--- config.mk ---
export PLATFORM = sky130hd
export DESIGN_NAME = fifo_wr_arbiter_flat
export DESIGN_NICKNAME = d
export VERILOG_FILES = /design/src/rtl/fifo_wr_arbiter_if.sv /design/src/rtl/fifo_wr_arbiter.sv /design/src/flat_wrapper.sv
export SDC_FILE = /design/constraint.sdc
export NUM_CORES = 1
export LEC_CHECK = 0
export ABC_AREA = 1
export BUFFER_PORTS_ARGS = -buffer_cell sky130_fd_sc_hd__buf_2
export CAP_MARGIN = 20
export CELL_PAD_IN_SITES_DETAIL_PLACEMENT = 2
export CELL_PAD_IN_SITES_GLOBAL_PLACEMENT = 2
export CORE_ASPECT_RATIO = 1.1
export CORE_MARGIN = 2
export CORE_UTILIZATION = 23
export CTS_BUF_LIST = sky130_fd_sc_hd__clkbuf_4 sky130_fd_sc_hd__clkbuf_8 sky130_fd_sc_hd__clkbuf_16
export CTS_CLUSTER_SIZE = 30
export DETAILED_ROUTE_END_ITERATION = 8
export GPL_TIMING_DRIVEN = 0
export PLACE_DENSITY_LB_ADDON = 0.08
export SLEW_MARGIN = 20
export SYNTH_ARGS = -nofsm -noshare
export SYNTH_HDL_FRONTEND = slang
export SYNTH_SLANG_ARGS = --single-unit
export TNS_END_PERCENT = 10
--- constraint.sdc ---
create_clock -name clk -period 2.97 [get_ports clk]
set_input_delay 0.297 -clock clk [delete_from_list [all_inputs] [get_ports clk]]
set_output_delay 0.297 -clock clk [all_outputs]
set_load 0.01 [all_outputs]
--- src/rtl/fifo_wr_arbiter_if.sv ---
// Bundle between NUM_REQ producers, the write arbiter and the downstream fifo write port.
// Producers raise req_valid[i] with req_data slice i held stable; a word moves when
// req_valid[i] && req_ack[i] at a clock edge, and ack is never given without valid.
interface fifo_wr_arbiter_if #(
  parameter int NUM_REQ = 4,
  parameter int DATA_W  = 8
);
  logic [NUM_REQ-1:0]        req_valid;
  logic [NUM_REQ*DATA_W-1:0] req_data;
  logic [NUM_REQ-1:0]        req_ack;
  logic                      fifo_full;
  logic                      fifo_write;
  logic [DATA_W-1:0]         fifo_data;

  // Environment side: producers plus the fifo status.
  modport master (
    output req_valid, req_data, fifo_full,
    input  req_ack, fifo_write, fifo_data
  );

  // Arbiter side.
  modport slave (
    input  req_valid, req_data, fifo_full,
    output req_ack, fifo_write, fifo_data
  );
endinterface

--- src/rtl/fifo_wr_arbiter.sv ---
// Round-robin arbiter sharing one fifo write port between NUM_REQ producers.
// Optional burst locking (IDLE/LOCK FSM) is compiled in when ARB_BURST_EN is defined.
module fifo_wr_arbiter #(
  parameter int NUM_REQ   = 4,
  parameter int DATA_W    = 8,
  parameter int MAX_BURST = 4,
  parameter int CNT_W     = 16,
  localparam int IDX_W    = $clog2(NUM_REQ)
) (
  input  logic             clk,
  input  logic             reset,
  fifo_wr_arbiter_if.slave bus,
  output logic [IDX_W-1:0] grant_id,
  output logic [CNT_W-1:0] wr_count,
  output logic [IDX_W-1:0] rr_ptr_o,
  output logic             state_o
);

  typedef enum logic {IDLE = 1'b0, LOCK = 1'b1} state_e;

  logic [IDX_W-1:0] rr_ptr_q, rr_ptr_d;
  logic [IDX_W-1:0] grant_id_q, grant_id_d;
  logic [CNT_W-1:0] wr_count_q, wr_count_d;

  logic             win_vld;
  logic [IDX_W-1:0] win_idx;
  logic [IDX_W-1:0] win_nxt;
  logic             grant;
  logic [IDX_W:0]   rr_pick_r;

  // Returns {found, index} of the first set bit scanning start, start+1, ... mod NUM_REQ.
  function automatic logic [IDX_W:0] rr_pick(input logic [NUM_REQ-1:0] v,
                                             input logic [IDX_W-1:0]   start);
    logic [IDX_W:0] r;
    int             idx;
    r = '0;
    for (int k = NUM_REQ - 1; k >= 0; k--) begin
      idx = int'(start) + k;
      if (idx >= NUM_REQ) idx = idx - NUM_REQ;
      if (v[IDX_W'(idx)]) r = {1'b1, IDX_W'(idx)};
    end
    return r;
  endfunction

`ifdef ARB_BURST_EN
  localparam int BC_W = $clog2(MAX_BURST + 1);

  state_e           state_q, state_d;
  logic [IDX_W-1:0] holder_q, holder_d;
  logic [BC_W-1:0]  burst_cnt_q, burst_cnt_d;
  logic             holder_valid;

  assign holder_valid = bus.req_valid[holder_q];

  // Winner: a locked holder that still has data overrides the round-robin scan.
  always_comb begin
    rr_pick_r = rr_pick(bus.req_valid, rr_ptr_q);
    win_vld   = rr_pick_r[IDX_W];
    win_idx   = rr_pick_r[IDX_W-1:0];
    if (state_q == LOCK && holder_valid) begin
      win_vld = 1'b1;
      win_idx = holder_q;
    end
  end

  always_ff @(posedge clk) begin
    if (!reset) begin
      state_q     <= IDLE;
      holder_q    <= '0;
      burst_cnt_q <= '0;
    end else begin
      state_q     <= state_d;
      holder_q    <= holder_d;
      burst_cnt_q <= burst_cnt_d;
    end
  end

  always_comb begin
    state_d     = state_q;
    holder_d    = holder_q;
    burst_cnt_d = burst_cnt_q;
    unique case (state_q)
      IDLE: begin
        if (grant && MAX_BURST > 1) begin
          state_d     = LOCK;
          holder_d    = win_idx;
          burst_cnt_d = BC_W'(1);
        end
      end
      LOCK: begin
        if (grant && holder_valid) begin
          if (burst_cnt_q == BC_W'(MAX_BURST - 1)) state_d = IDLE;
          else burst_cnt_d = burst_cnt_q + BC_W'(1);
        end else if (!bus.fifo_full && !holder_valid) begin
          // Holder dropped out; whoever won the same-cycle scan starts a fresh lock.
          state_d = IDLE;
          if (grant && MAX_BURST > 1) begin
            state_d     = LOCK;
            holder_d    = win_idx;
            burst_cnt_d = BC_W'(1);
          end
        end
      end
      default: state_d = IDLE;
    endcase
  end

  assign state_o = state_q;
`else
  always_comb begin
    rr_pick_r = rr_pick(bus.req_valid, rr_ptr_q);
    win_vld   = rr_pick_r[IDX_W];
    win_idx   = rr_pick_r[IDX_W-1:0];
  end

  assign state_o = IDLE;
`endif

  // Zero-latency grant: nothing leaves while the fifo is full or reset is held.
  assign grant   = win_vld && !bus.fifo_full && reset;
  assign win_nxt = (win_idx == IDX_W'(NUM_REQ - 1)) ? '0 : win_idx + IDX_W'(1);

  always_comb begin
    bus.req_ack    = '0;
    bus.fifo_write = 1'b0;
    bus.fifo_data  = '0;
    if (grant) begin
      bus.req_ack[win_idx] = 1'b1;
      bus.fifo_write       = 1'b1;
      for (int i = 0; i < NUM_REQ; i++) begin
        if (win_idx == IDX_W'(i)) bus.fifo_data = bus.req_data[i*DATA_W +: DATA_W];
      end
    end
  end

  always_comb begin
    rr_ptr_d   = rr_ptr_q;
    grant_id_d = grant_id_q;
    wr_count_d = wr_count_q;
    if (grant) begin
      rr_ptr_d   = win_nxt;
      grant_id_d = win_idx;
      wr_count_d = wr_count_q + CNT_W'(1);
    end
  end

  always_ff @(posedge clk) begin
    if (!reset) begin
      rr_ptr_q   <= '0;
      grant_id_q <= '0;
      wr_count_q <= '0;
    end else begin
      rr_ptr_q   <= rr_ptr_d;
      grant_id_q <= grant_id_d;
      wr_count_q <= wr_count_d;
    end
  end

  assign grant_id = grant_id_q;
  assign wr_count = wr_count_q;
  assign rr_ptr_o = rr_ptr_q;

endmodule

--- src/flat_wrapper.sv ---
// flat-port wrapper written by rule: the top's interface ports become plain ports
module fifo_wr_arbiter_flat 
#(
  parameter int NUM_REQ   = 4,
  parameter int DATA_W    = 8,
  parameter int MAX_BURST = 4,
  parameter int CNT_W     = 16,
  localparam int IDX_W    = $clog2(NUM_REQ)
)
  (clk, reset, grant_id, wr_count, rr_ptr_o, state_o, bus_req_valid, bus_req_data, bus_fifo_full, bus_req_ack, bus_fifo_write, bus_fifo_data);
  fifo_wr_arbiter_if #(.NUM_REQ(NUM_REQ), .DATA_W(DATA_W)) bus_i ();
  input  logic clk;
  input  logic reset;
  output logic [IDX_W-1:0] grant_id;
  output logic [CNT_W-1:0] wr_count;
  output logic [IDX_W-1:0] rr_ptr_o;
  output logic state_o;
  input wire logic [$bits(bus_i.req_valid)-1:0] bus_req_valid;
  input wire logic [$bits(bus_i.req_data)-1:0] bus_req_data;
  input wire logic [$bits(bus_i.fifo_full)-1:0] bus_fifo_full;
  output wire logic [$bits(bus_i.req_ack)-1:0] bus_req_ack;
  output wire logic [$bits(bus_i.fifo_write)-1:0] bus_fifo_write;
  output wire logic [$bits(bus_i.fifo_data)-1:0] bus_fifo_data;
  assign bus_i.req_valid = bus_req_valid;
  assign bus_i.req_data = bus_req_data;
  assign bus_i.fifo_full = bus_fifo_full;
  assign bus_req_ack = bus_i.req_ack;
  assign bus_fifo_write = bus_i.fifo_write;
  assign bus_fifo_data = bus_i.fifo_data;
  fifo_wr_arbiter #(.NUM_REQ(NUM_REQ), .DATA_W(DATA_W), .MAX_BURST(MAX_BURST), .CNT_W(CNT_W)) u_core (.clk(clk), .reset(reset), .bus(bus_i), .grant_id(grant_id), .wr_count(wr_count), .rr_ptr_o(rr_ptr_o), .state_o(state_o));
endmodule
==> out/results.ini <==
[critical_path]
r2r_end=u_core.rr_ptr_o[1]
end_kind=output pin
slowest_stage=dfxtp_4
start_kind=register
cpMostUsedCell=nand2_1
crit_path_max_incr_delay_ns=0.38
worstSetupEndpoint=bus_fifo_data[6]
cp_data_arrival_time_ns=2.51
r2r_slack_ns=1.12
crit_start=u_core.rr_ptr_o[0]
rr_worst_depth=11
reg2reg_from=u_core.rr_ptr_o[0]
crit_type=register to output pin
critical_path_required_ns=2.67
cp_max_fo=10
worstPathCellList=inv_2 > nand2_1 > nand3_1 > nand2_1 > nand3_1 > nand2_1 > nand2_1 > nand2_2 > inv_2 > ha_1 > inv_2 > buf_6 > nand3_1 > o211ai_1 > a21oi_1 > buf_2

[synth]
async_flop_share_pct=0
synth-edff-count=0
synth.distinct_cells=28
synth_area_um2=1630
synth_seq_area_share_pct=24.6
synth.avg_cell_area_um2=6.13
ys_warn_count=0
synth_seq_cells=20
syn_nets=309
ys.flop_type=dfxtp_1
syn-instance-count=265

[clocking]
path_clk_slew_ns=0.09
cts_made_buffers=3
worstSkewPairLatency_ns=0.27
root_buffer=clkbuf_8
cts.sinks=20
clockBufferDepth=2
hold_buffers=0
tritoncts=done
htreeDepth=1

[layout]
fillers=900
diodes=0
drive_gt1_share_pct=31.8
fin_area_um2=2210
final_nets=385
synthToLayoutAreaGrowth_pct=36.2

[timing]
tightest_slew_ns=0.532
slew_violations=0
slew_headroom_pct=64.6
min_period_ns=2.80
hold_ws_ns=0.324
timing.final.crit_share_pct=94.4
fin_skew_ns=0.00841
setup_viol=0
max_freq_mhz=357
hold_viol=0

[die]
die_area_um2=7760
ios=73
initial_core_util_pct=23.5
core_um2=6930
die_w_um=84.2
num_rows=32
die_h_um=92.2

[placed_design]
io_buffers=71
placed_cell_area_um2=2090
place.gp.congestion=0.751
dp_hpwl_um=4910

[drt]
wirelength_um=6110
vias=1979
drcViolationCount=0
vias_per_cell=4.66
ant_nets=0
dr.pass1.iters=4
wl_per_cell_um=14.4
drt_iter0_markers=28

[power_and_ir_drop]
ir_worst_vdd_v=0.000144
power_density_nw_per_um2=425
power.leakage_nw=1.03

[global_route]
grt_pass1_wl_um=10000
antenna_found_initial=0
grt_pass1_vias=2011
gr-total-overflow=0
track_usage_pct=15.8
grt_max_degree=12

[flow_run]
cap_violations=0

[min_path]
hold_class=primary input to register

[run_status]
status=finished clean

-- power breakdown --
| group | internal (W) | leakage (nW) | total [W] | switching, W |
|---|---|---|---|---|
| sequential | 0.000279 | 0.163 | 0.000290 | 0.0000106 |
| clock | 0.000118 | 0.0288 | 0.000220 | 0.000101 |
| combinational | 0.000177 | 0.837 | 0.000432 | 0.000255 |
-- synthesized netlist by cell type (3+ instances only) --
cell type / count / share of area, %
o21ai_0: 11 / 3.4
nand2_2: 3 / 1.2
o211ai_1: 7 / 3.2
nand3_1: 31 / 9.5
nand2_1: 80 / 18
xor2_1: 9 / 4.9
inv_1: 23 / 5.3
nor2_1: 16 / 3.7
buf_6: 4 / 2.8
a21oi_1: 24 / 7.4
ha_1: 5 / 3.8
inv_2: 3 / 0.69
dfxtp_1: 20 / 25
nor3_1: 10 / 3.1
clkbuf_1: 4 / 0.92
-- worst max-delay path, delay by kind of cell (launching register included) --
family          cells  cell delay (ns)
simple gates        8             0.87
buf+inv             5             0.56
flops               1             0.38
fa+ha+maj           1             0.22
compound gates      2             0.21
-- stage by stage --
step	TNS, ns	setup WS [ns]	total power [W]	util (%)	cells
finish	0	0.168	0.000941	32.0	425
global route	-0.0000848	-0.0000848	0.00102	32.0	425
CTS	0	0.00973	0.000920	31.0	422
detailed placement	-0.103	-0.0793	0.000685	30.1	421
global placement	-0.00669	-0.00669	0.000673	30.1	421
floorplan	0	0.504	0.000549	-	265
-- routing by layer --
layer	GRT usage, %	wire, um
met1	19.8	2710
met2	29.0	3100
met3	1.26	217
met4	4.17	87
met5	0	0
-- placed cells by master (no fill, tap or decap) --
cell type / count
nand2_1: 77
buf_2: 72
nand3_1: 31
a21oi_1: 24
inv_1: 21
dfxtp_1: 18
nor2_1: 16
o21ai_0: 11
nor3_1: 10
xor2_1: 9
o211ai_1: 7
nand2_2: 6
inv_2: 5
buf_6: 5
buf_4: 4
clkbuf_8: 4
ha_4: 3
nor2_4: 2
clkinv_2: 2
ha_1: 2
nor2_2: 1
a21oi_4: 1
o21bai_1: 1
nand2_4: 1
a211oi_1: 1
clkbuf_1: 1
xnor2_1: 1
or2_1: 1
conb_1: 1
dfxtp_4: 1
dfxtp_2: 1
-- flip-flops by register name, indices dropped and copies added (netlist names) --
signal           count
u_core.rr_ptr_o      2
u_core.grant_id      2
u_core.wr_count     16
-- how the worst min path moves through the flow --
stage                                to  cells past startpoint  slack, ns                 from
floorplan            u_core.wr_count[8]                      2       0.42                reset
detailed placement  u_core.wr_count[13]                      2       0.48  u_core.wr_count[13]
CTS                  u_core.wr_count[8]                      3       0.32                reset
finish               u_core.wr_count[8]                      3       0.32                reset
global route         u_core.wr_count[8]                      3       0.34                reset
global placement     u_core.grant_id[1]                      2       0.46   u_core.grant_id[1]
-- final cells by class --
| class | instances | area, um^2 | area share [%] |
|---|---|---|---|
| flip-flops and latches | 20 | 405 | 18.3 |
| inverters | 28 | 108 | 4.86 |
| plain buffers | 8 | 72.6 | 3.28 |
| repair buffers | 74 | 378 | 17.1 |
| clock buffers | 4 | 55.1 | 2.49 |
| multi-input cells | 206 | 1090 | 49.2 |
| well taps | 85 | 106 | 4.80 |
-- cells by family after synthesis --
family	Yosys count	share of synthesized area (%)
AOI/OAI and AO/OA	45	15.9
DFF	20	24.6
other	1	0.231
and+or+nand+nor	145	38.8
xor gates and xnor gates	10	5.39
buffers and inverters	39	11.2
adders and majority gates	5	3.85
-- repair_timing --
action / CTS / global route
pin swaps: 0 / 3
setup endpoints to repair: 10 / 9
resized for setup: 8 / 12
setup buffers: 0 / 3
cloned: 0 / 0
(Power assumes the default switching activity.)
